## config.mk

```make
export PLATFORM = sky130hd
export DESIGN_NAME = adder_share_ctrl
export DESIGN_NICKNAME = d
export VERILOG_FILES = /design/src/rtl/adder_share_ctrl.sv
export SDC_FILE = /design/constraint.sdc
export NUM_CORES = 1
export LEC_CHECK = 0
export ABC_AREA = 1
export BUFFER_PORTS_ARGS = -buffer_cell sky130_fd_sc_hd__clkbuf_2
export CORE_AREA = 2 2 66 49
export DETAILED_ROUTE_END_ITERATION = 8
export DIE_AREA = 0 0 68 51
export PLACE_DENSITY = 0.8
export SKIP_CTS_REPAIR_TIMING = 1
export SLEW_MARGIN = 25
export SYNTH_ARGS = -nofsm -noshare
export SYNTH_HDL_FRONTEND = slang
export SYNTH_SLANG_ARGS = --single-unit
export TNS_END_PERCENT = 100
```

## constraint.sdc

```tcl
create_clock -name clk -period 2.25 [get_ports clk]
set_input_delay 0.45 -clock clk [delete_from_list [all_inputs] [get_ports clk]]
set_output_delay 0.45 -clock clk [all_outputs]
set_load 0.02 [all_outputs]
```

## src/rtl/adder_share_ctrl.sv

```systemverilog
// Round-robin sequencer sharing one registered three-operand adder core
// between two requesters, with a valid/ready response channel.
module adder_share_ctrl #(
  parameter int W       = 3,
  parameter int SUM_W   = 6,
  parameter int ADD_LAT = 2
) (
  input  logic             clk,
  input  logic             rst,
  input  logic             req0_valid,
  output logic             req0_ready,
  input  logic [W-1:0]     req0_a,
  input  logic [W-1:0]     req0_b,
  input  logic [W-1:0]     req0_c,
  input  logic             req1_valid,
  output logic             req1_ready,
  input  logic [W-1:0]     req1_a,
  input  logic [W-1:0]     req1_b,
  input  logic [W-1:0]     req1_c,
  output logic [W-1:0]     add_a,
  output logic [W-1:0]     add_b,
  output logic [W-1:0]     add_c,
  input  logic [SUM_W-1:0] add_sum,
  input  logic             add_carry,
  output logic             rsp_valid,
  input  logic             rsp_ready,
  output logic             rsp_id,
  output logic [SUM_W-1:0] rsp_sum,
  output logic             rsp_carry,
  output logic             busy
);

  typedef enum logic [1:0] {
    ST_IDLE = 2'd0,
    ST_WAIT = 2'd1,
    ST_RESP = 2'd2
  } state_t;

  localparam logic [3:0] LAT_M1 = 4'(ADD_LAT - 1);

  state_t           r_state;
  logic             r_last_grant;
  logic [3:0]       r_cnt;
  logic [W-1:0]     r_add_a;
  logic [W-1:0]     r_add_b;
  logic [W-1:0]     r_add_c;
  logic             r_rsp_valid;
  logic             r_rsp_id;
  logic [SUM_W-1:0] r_rsp_sum;
  logic             r_rsp_carry;

  logic             w_grant_vld;
  logic             w_winner;
  logic             w_idle;
  logic [W-1:0]     w_op_a;
  logic [W-1:0]     w_op_b;
  logic [W-1:0]     w_op_c;

  // Arbitration: a lone requester wins; on contention the one not served last wins.
  always_comb begin
    w_grant_vld = 1'b0;
    w_winner    = 1'b0;
    if (req0_valid && req1_valid) begin
      w_grant_vld = 1'b1;
      w_winner    = ~r_last_grant;
    end else if (req0_valid) begin
      w_grant_vld = 1'b1;
      w_winner    = 1'b0;
    end else if (req1_valid) begin
      w_grant_vld = 1'b1;
      w_winner    = 1'b1;
    end else begin
      w_grant_vld = 1'b0;
      w_winner    = 1'b0;
    end
  end

  assign w_idle     = (r_state == ST_IDLE);
  assign w_op_a     = w_winner ? req1_a : req0_a;
  assign w_op_b     = w_winner ? req1_b : req0_b;
  assign w_op_c     = w_winner ? req1_c : req0_c;
  assign req0_ready = w_idle && w_grant_vld && !w_winner;
  assign req1_ready = w_idle && w_grant_vld && w_winner;

  // Sequencer: grant, wait the core latency, hold the response until accepted.
  always_ff @(posedge clk) begin
    if (rst) begin
      r_state      <= ST_IDLE;
      r_last_grant <= 1'b1;
      r_cnt        <= 4'd0;
      r_add_a      <= {W{1'b0}};
      r_add_b      <= {W{1'b0}};
      r_add_c      <= {W{1'b0}};
      r_rsp_valid  <= 1'b0;
      r_rsp_id     <= 1'b0;
      r_rsp_sum    <= {SUM_W{1'b0}};
      r_rsp_carry  <= 1'b0;
    end else begin
      case (r_state)
        ST_IDLE: begin
          if (w_grant_vld) begin
            r_add_a      <= w_op_a;
            r_add_b      <= w_op_b;
            r_add_c      <= w_op_c;
            r_rsp_id     <= w_winner;
            r_last_grant <= w_winner;
            r_cnt        <= LAT_M1;
            r_state      <= ST_WAIT;
          end
        end
        ST_WAIT: begin
          if (r_cnt == 4'd0) begin
            r_rsp_sum   <= add_sum;
            r_rsp_carry <= add_carry;
            r_rsp_valid <= 1'b1;
            r_state     <= ST_RESP;
          end else begin
            r_cnt <= r_cnt - 4'd1;
          end
        end
        ST_RESP: begin
          if (r_rsp_valid && rsp_ready) begin
            r_rsp_valid <= 1'b0;
            r_state     <= ST_IDLE;
          end
        end
        default: begin
          r_rsp_valid <= 1'b0;
          r_state     <= ST_IDLE;
        end
      endcase
    end
  end

  assign add_a     = r_add_a;
  assign add_b     = r_add_b;
  assign add_c     = r_add_c;
  assign rsp_valid = r_rsp_valid;
  assign rsp_id    = r_rsp_id;
  assign rsp_sum   = r_rsp_sum;
  assign rsp_carry = r_rsp_carry;
  assign busy      = !w_idle;

endmodule
```

### Yosys cells after proc, flatten, opt, wreduce, memory -nomap -nowiden

Index checks and enable logic that the tools add are counted.
W data, S select, Z words.

* register bits: 25
* bits in latches: 0
* bits in writable memories: 0
* memory bits (read-only): 0
* output and inout bits: 21
* word-level logic and storage cells: 52
* memories kept: 0

* $add $sub $neg: 1
* multiply operators: 0
* divide/modulo/power cells: 0
* order comparisons: 0
* eq/ne operators: 6
* shifts and indexed selects: 0
* multiplexer cells: 18
* bitwise gates (word level): 2
* reductions and logical operators: 15

Operators with widths (count)
* $mux W3: 3
* $reduce_and A3 Y1: 3
* $mux W4: 2
* $ne A2 B2 Y1 const B: 4
* $pmux W4 S2: 1
* $mux W1: 7
* $mux W2: 3
* $pmux W2 S3: 1
* $logic_and A1 B1 Y1: 5
* $logic_not A4 Y1: 1
* $reduce_and A2 Y1: 2
* $sub A4 B1 Y4 const B: 1
* $pmux W1 S3: 1
* $eq A2 B1 Y1 const B: 1
* $eq A2 B2 Y1 const B: 1
* $logic_not A1 Y1: 2
* $logic_not A2 Y1: 1
* $not A1 Y1: 2
* $reduce_bool A2 Y1: 1

### Logic depth before layout (Yosys ltp)

Gate-level depths: netlist of run 1.

* depth after elaboration: 5
* gate-level depth with buffers: 9
* depth with buffers taken out: 9

### Worst setup path after synthesis of run 1

Ideal clock, no wire load.

* kind: input-to-output
* start: input req0_valid
* end: output req0_ready
* data arrival time: 0.884 ns
* required time: 1.800 ns
* path slack: 0.916 ns
* stages: 4
* buffers on the path: 0
* path through: nand2_1 -> nand2_2 -> inv_2 -> nor2_4

* cells in the longest elaborated chain, start to end: 4
* elaborated cells on any way between the ends: 8

RTL lines
* start: declaration: line 10 `input logic req0_valid,`
* $mux W1 or $logic_and A1 B1 Y1 (tied branches): line 66, 63
* $mux W1: line 63 `if (req0_valid && req1_valid) begin`
* $logic_and A1 B1 Y1 or $logic_not A1 Y1 (tied branches): line 82 `assign req0_ready = w_idle && w_grant_vld && !w_winner;`
* $logic_and A1 B1 Y1 *: line 82
* end: declaration: line 11 `output logic req0_ready,`

Mark *: on every way between the ends. The rest lies on a longest branch, timed or not.

### Worst setup path after layout of run 1

* start: register r_last_grant
* end: output req0_ready

* cells in the longest elaborated chain, start to end: 4

RTL lines
* start: declaration: line 42 `logic r_last_grant;`
* start signal: assignment: line 106 `r_last_grant <= w_winner;`
* $not A1 Y1: line 65 `w_winner = ~r_last_grant;`
* $mux W1: line 63
* $logic_not A1 Y1: line 82
* $logic_and A1 B1 Y1: line 82

No other way between the ends.

==> summary.md, run 1 <==
| Metric | Value |
|---|---|
| Initial antenna violation count | `0` |
| Clock-pin slew on the worst setup and hold paths | `80 ps` |
| Clk sinks | `25` |
| Commonest cells in the netlist | `nand2_1, dfxtp_1, nand3_1, nor2_1` |
| Ys async rst share | `0%` |
| HPWL after detailed placement | `1870 um` |
| Core ar. | `2940 um2` |
| Congestion Overflow GR | `0` |
| First-pass iteration count of the detailed router | `5` |
| Drt initial violations | `50` |
| Residual DRC | `0` |
| Yosys reg bits | `25` |
| Gr usage total | `15.1%` |
| Die Ht | `51 um` |
| Post-synth top area cell | `dfxtp_1` |
| Critical path fanouts, max | `6` |
| Row count | `17` |
| RSZ-0062 raised after global routing | `false` |
| Ys flop type | `dfxtp_1` |
| Cell Pwr Density | `943 nW/um2` |
| Max IR drop VDD | `0.524 mV` |
| Final worst setup slack | `533 ps` |
| Fillers | `315` |
| EDFF count, synth | `0` |
| Setup Crit Path Kind | `reg -> out` |
| IO buf count | `50` |
| # IOs | `51` |
| Avg Cell Area, Syn | `7.28 um2` |
| Worst-margin pin slew | `298 ps` |
| Status | `completed` |
| Final Wtd Congestion | `0.852` |
| Place WS | `585 ps` |
| Final setup TNS | `0 ps` |
| CTS tree | `built` |
| Clock Tree Buf Depth | `2` |
| N_diodes | `0` |
| Cell area after synthesis | `1100 um2` |
| Yosys top cell area share | `45.6%` |
| Share of layout cells above drive strength 1 | `37.1%` |
| Crit. End Element | `output pin` |
| Max_slew headroom | `80.1%` |
| Largest net degree at the start of global routing | `19` |
| Final setup violation count | `0` |
| Sequential fraction of the synthesis area | `45.6%` |
| Die width | `68 um` |
| Syn-to-layout area delta | `29.2%` |
| Synth area leaders | `dfxtp_1, nand2_1, nand3_1, nor2_1, o21ai_0` |
| TritonCTS buffer count | `3` |
| Detailed-route via count | `1,108` |
| Fmax | `582 MHz` |
| Count leader, synth | `nand2_1` |
| Initial Utilization | `37.4%` |
| Startpoint Class | `flop` |
| Distinct cells, synth | `19` |
| Avg WL per Cell | `10.0 um` |
| CP required | `1800 ps` |
| H-tree Lvls | `1` |
| Synthesized Nets | `183` |
| Ys Warns | `0` |
| Data arrival time of the critical path | `1270 ps` |
| Clock Latency Late Sink | `260 ps` |
| Clock root buffer | `clkbuf_8` |
| Global-route wire length before repair | `4010 um` |
| Number of global-route vias before repair | `972` |
| Max Cap Violations | `0` |
| Max Slew Vio Count | `0` |
| Total wire length | `2410 um` |
| Vias/cell | `4.62` |
| Post-Synthesis Cells | `151` |
| Fin nets | `235` |
| Crit path time final | `1720 ps` |
| Die ar. | `3470 um2` |
| Final hold violation count | `0` |
| Fin Clk Skew | `0.907 ps` |
| Final Cycle Share | `76.3%` |
| Type of the tightest min-delay check | `in -> reg` |
| P_leak | `0.744 nW` |
| Routed Antenna Nets | `0` |
-- layout make-up --
type                            count  area, um2  share of cell area (%)
Clock buffer                        3       41.3                    2.91
Clock inverter                      1       5.00                   0.353
Inverter                           14       55.1                    3.88
Multi-Input combinational cell    109        519                    36.6
Sequential cell                    25        500                    35.3
Tap cell                           38       47.5                    3.35
Timing Repair Buffer               50        250                    17.6
-- worst max-delay path: stages, from the launching register on --
cell,delay [ps]
dfxtp_1,350
nand2_1,70
nand2_2,130
inv_2,90
nor2_4,170
clkbuf_2,190
-- power by group --
part	internal [mW]	switching, mW	leakage [nW]
Clock	0.124	0.136	0.0255
Sequential	0.530	0.0509	0.206
Combinational	0.166	0.331	0.512
-- cells by family (layout without fill, tap and decap cells) --
group           count (synthesis)  in the layout  share of synthesized area (%)
compound gates                 14             14                           7.40
fa+ha+maj                       2              2                           2.28
flops                          25             25                           45.6
buf+inv                        17             68                           7.18
simple gates                   93             93                           37.6
-- final timing paths --
path                                                start                      end  slack (ps)  depth (start not counted)
worst min-delay path                            req1_b[1]    add_b[1]$_SDFFE_PP0P_         380                          3
worst min register to register      add_c[2]$_SDFFE_PP0P_    add_c[2]$_SDFFE_PP0P_         450                          2
worst max-delay path            r_last_grant$_SDFFE_PP1P_               req0_ready         530                          5
worst max register to register      r_cnt[0]$_SDFFE_PP0P_  rsp_sum[4]$_SDFFE_PP0P_         930                          7
-- sequential cells by signal, summed over array words and instances, names as in the netlist --
| signal | count |
|---|---|
| rsp_valid | 1 |
| rsp_id | 1 |
| add_c | 3 |
| r_state | 2 |
| rsp_carry | 1 |
| add_a | 3 |
| r_last_grant | 1 |
| rsp_sum | 6 |
| add_b | 3 |
| r_cnt | 4 |
-- through the flow --
stage	total power [mW]	instances	hold WS [ps]	util, %	area (um2)
5_1_grt	1.44	240	382	48.3	1420
3_3_place_gp	1.08	236	444	46.8	1370
3_5_place_dp	1.09	236	443	46.8	1370
2_1_floorplan	0.944	151	429	-	1100
6_report	1.34	240	380	48.3	1420
4_1_cts	1.36	240	373	48.3	1420
-- placed cells by master (no fill, tap or decap) --
| cell type | instances |
|---|---|
| nor2_4 | 2 |
| nor3_1 | 1 |
| inv_4 | 1 |
| nor2_1 | 17 |
| ha_1 | 2 |
| o21ai_4 | 1 |
| inv_2 | 8 |
| or2_1 | 1 |
| clkbuf_8 | 3 |
| nand3_1 | 18 |
| nand2_1 | 45 |
| o21ai_0 | 8 |
| clkinv_2 | 1 |
| dfxtp_1 | 25 |
| a21oi_1 | 5 |
| clkbuf_2 | 50 |
| nand2_2 | 3 |
| inv_1 | 5 |
| nor2_2 | 6 |
-- per-layer routing --
| layer | wire length (um) | GRT usage (%) | part of all wire [%] | up-vias |
|---|---|---|---|---|
| met1 | 1090 | 19.2 | 45 | 487 |
| met4 | 13 | 5.00 | 0.54 | 0 |
| met2 | 1060 | 23.1 | 44 | 42 |
| met3 | 250 | 6.17 | 10 | 2 |
| li1 | - | - | - | 577 |
| met5 | 0 | 0 | 0 | - |
Note: power is estimated with default switching activity, not from simulation.
==> inputs of run 2 (changes only) <==
--- a/config.mk
+++ b/config.mk
@@ -5,12 +5,12 @@
 export SDC_FILE = /design/constraint.sdc
 export NUM_CORES = 1
 export LEC_CHECK = 0
-export ABC_AREA = 1
+export ABC_AREA = 0
 export BUFFER_PORTS_ARGS = -buffer_cell sky130_fd_sc_hd__clkbuf_2
-export CORE_AREA = 2 2 66 49
+export CORE_AREA = 2 2 69 51
 export DETAILED_ROUTE_END_ITERATION = 8
-export DIE_AREA = 0 0 68 51
-export PLACE_DENSITY = 0.8
+export DIE_AREA = 0 0 71 53
+export PLACE_DENSITY = 0.78
 export SKIP_CTS_REPAIR_TIMING = 1
 export SLEW_MARGIN = 25
 export SYNTH_ARGS = -nofsm -noshare
==> constraint.sdc (replaced) <==
create_clock -name clk -period 1.8 [get_ports clk]
set_input_delay 0.36 -clock clk [delete_from_list [all_inputs] [get_ports clk]]
set_output_delay 0.36 -clock clk [all_outputs]
set_load 0.02 [all_outputs]
==> run 2 against run 1 <==
Compared with the run above: setup slack got worse by 400 ps; synthesized area rose by 8.3%; total power grew 11%; combinational power fell by 2%; critical path depth is 1 lower; cell count decreased by 15%.
==> summary.md, run 2 <==
| Metric | Value |
|---|---|
| Post-Synthesis Cells | `118 (-22%)` |
| Max_slew headroom | `56.7% (-23 points)` |
| Vias/cell | `5.22 (+13%)` |
| Post-DP Area | `1450 um2 (+5.3%)` |
| Ys flop type | `dfxtp_1` |
| RSZ-0062 raised after global routing | `false` |
| # IOs | `51 (unchanged)` |
| Avg Cell Area, Syn | `10.1 um2 (+39%)` |
| Fin Clk Skew | `3.95 ps (+3.04 ps)` |
| Row count | `17 (unchanged)` |
| Final Wtd Congestion | `0.735 (-14%)` |
| Sequential fraction of the synthesis area | `42.1% (-3.5 points)` |
| Post-synth top area cell | `dfxtp_1` |
| Setup Crit Path Kind | `reg -> out` |
| Largest net degree at the start of global routing | `21 (+2)` |
| First-pass iteration count of the detailed router | `4 (-1)` |
| Drt initial violations | `48 (-4.0%)` |
| Residual DRC | `0 (unchanged)` |
| Core ar. | `3080 um2 (+5.1%)` |
| Design area | `1490 um2 (+5.0%)` |
| Crit path time final | `1670 ps` |
| Detailed-route via count | `1,065 (-3.9%)` |
| Hold depth | `2 (-1)` |
| Dpl cells | `200 (-15%)` |
| Final Cycle Share | `92.7%` |
| WP buf/inv | `1 (-1)` |
| Die width | `71 um (+4.4%)` |
| Die Ht | `53 um (+3.9%)` |
| Worst path max stage delay | `360 ps (about the same)` |
| Synthesized Nets | `150 (-18%)` |
| Crit. path cell count | `4 (-1)` |
| TritonCTS buffer count | `3 (unchanged)` |
| Final setup TNS | `0 ps (unchanged)` |
| Data arrival time of the critical path | `1310 ps (+40 ps)` |
| IO buf count | `50 (unchanged)` |
| Critical path fanouts, max | `6 (unchanged)` |
| Ys async rst share | `0% (unchanged)` |
| Most common cell after layout, fill and taps aside | `clkbuf_2` |
| Max Slew Vio Count | `0 (unchanged)` |
| Final setup violation count | `0 (unchanged)` |
| Syn-to-layout area delta | `25.2%` |
| N_diodes | `0 (unchanged)` |
| Die ar. | `3760 um2 (+8.5%)` |
| Fillers | `281 (-11%)` |
| Cell Pwr Density | `1000 nW/um2 (+6.0%)` |
| R2R depth | `5 (-2)` |
| Count leader, synth | `dfxtp_1` |
| Crit. End Element | `output pin` |
| Status | `completed` |
| Place WS | `208 ps (-377 ps)` |
| Distinct cells, synth | `33 (+14)` |
| Critical path, cell by cell | `nor2_2 > o21ai_0 > nor2b_1 > clkbuf_2` |
| P_leak | `0.647 nW (-13%)` |
| CP delay by family, top | `flip-flops` |
| H-tree Lvls | `1 (unchanged)` |
| Initial Utilization | `38.6% (+1.2 points)` |
| Reg area | `500 um2 (unchanged)` |
| Global-route wire length before repair | `4690 um (+17%)` |
| Clock Tree Buf Depth | `2 (unchanged)` |
| Initial antenna violation count | `0 (unchanged)` |
| Worst-margin pin slew | `646 ps (+347 ps)` |
| Avg WL per Cell | `13.6 um (+36%)` |
| Yosys reg bits | `25 (unchanged)` |
| Final hold violation count | `0 (unchanged)` |
| HPWL after detailed placement | `2120 um (+14%)` |
| Most frequent cells in the layout | `clkbuf_2, dfxtp_1, a21oi_1` |
| Commonest cells in the netlist | `dfxtp_1, a21oi_1, a221o_1, nor4b_2, o21ai_1` |
| Clock Latency Late Sink | `270 ps (about the same)` |
| Clock-pin slew on the worst setup and hold paths | `80 ps (about the same)` |
| Ys Warns | `0 (unchanged)` |
| Multi-input logic area | `602 um2 (+16%)` |
| Fin nets | `199 (-15%)` |
| Max FFs per register | `6 (unchanged)` |
| CTS tree | `built` |
| Max IR drop VDD | `0.517 mV (-1.3%)` |
| Max Cap Violations | `0 (unchanged)` |
| EDFF count, synth | `0 (unchanged)` |
| Type of the tightest min-delay check | `in -> reg` |
| Synth area leaders | `dfxtp_1, nor4b_2, a221o_1, a21oi_1, o21ai_1` |
| Startpoint Class | `flop` |
| Gr usage total | `16.1% (+1.0 points)` |
| CP required | `1440 ps (-360 ps)` |
| Cell area after synthesis | `1190 um2 (+8.3%)` |
| Final worst setup slack | `131 ps (-403 ps)` |
| Number of global-route vias before repair | `1,010 (+3.9%)` |
| Clk sinks | `25 (unchanged)` |
| Clock root buffer | `clkbuf_8` |
| Yosys top cell area share | `42.1% (-3.5 points)` |
| Finished Layout Cells | `204 (-15%)` |
| Routed Antenna Nets | `0 (unchanged)` |
| Share of layout cells above drive strength 1 | `42.8% (+5.6 points)` |
| Crit path max-delay cell type | `dfxtp_1` |
| Congestion Overflow GR | `0 (unchanged)` |
| Total wire length | `2780 um (+15%)` |
| Fmax | `599 MHz` |
[run 2: cell count changes in the layout (fill, tap and decap cells not counted), sizes merged, moves of 4 or more]
cell / change
nand3: -11
buf: +4
nand2: -44
nor4b: +9
a21oi: +8
inv: -11
a221o: +10
nor2: -22
[run 2: final timing paths]
kind	slack, ps	endpoint	from
max reg2reg	250	r_cnt[0]$_SDFFE_PP0P_	r_cnt[0]$_SDFFE_PP0P_
min	310	add_b[1]$_SDFFE_PP0P_	req1_b[1]
min reg2reg	470	rsp_id$_SDFFE_PP0P_	rsp_id$_SDFFE_PP0P_
max	130	req0_ready	r_state[1]$_SDFFE_PP0P_
[run 2: cells by family (layout without fill, tap and decap cells)]
kind of cell / count (synthesis) / after routing / synth area share (%)
flip-flops: 25 / 25 / 42.1
AND/OR/NAND/NOR: 36 / 36 / 25.0
buffers and inverters: 14 / 62 / 7.36
adder cells (fa/ha/maj): 2 / 2 / 2.10
AO/OA/AOI/OAI: 41 / 41 / 23.5
[run 2: per-stage QoR]
stage	util (%)	power, mW	hold WS [ps]
after global placement	46.9	1.17	446
after CTS	48.3	1.50	300
after floorplan	-	1.03	466
after global routing	48.3	1.59	308
after detailed placement	46.9	1.17	451
final	48.3	1.49	308
[run 2: routing by layer]
| metal | part of all wire (%) | up-vias | routed length [um] | global-route usage [%] |
|---|---|---|---|---|
| met1 | 46 | 494 | 1270 | 19.7 |
| met5 | 0 | - | 0 | 0 |
| met2 | 49 | 20 | 1360 | 28.0 |
| met3 | 4.2 | 4 | 117 | 4.00 |
| met4 | 1.3 | 0 | 36 | 5.66 |
| li1 | - | 547 | - | - |
[run 2: worst register-to-register path: cells and delay by family (launching register included)]
family,cells,cell delay (ps)
fa+ha+maj,1,160
compound gates,2,390
flops,1,330
simple gates,1,490
buf+inv,1,110
[run 2: area by class of cell]
class	instances	share of cell area (%)
multi-input combinational	79	40.4
sequential	25	33.6
timing repair buffer	54	18.8
tap	38	3.19
clock buffer	4	3.02
inverter	4	1.01
[run 2: where the power goes]
| part | internal [mW] | switching, mW | leakage [nW] |
|---|---|---|---|
| clock network | 0.158 | 0.171 | 0.0228 |
| registers | 0.623 | 0.0484 | 0.205 |
| logic | 0.188 | 0.300 | 0.419 |
| total | 0.970 | 0.520 | 0.647 |
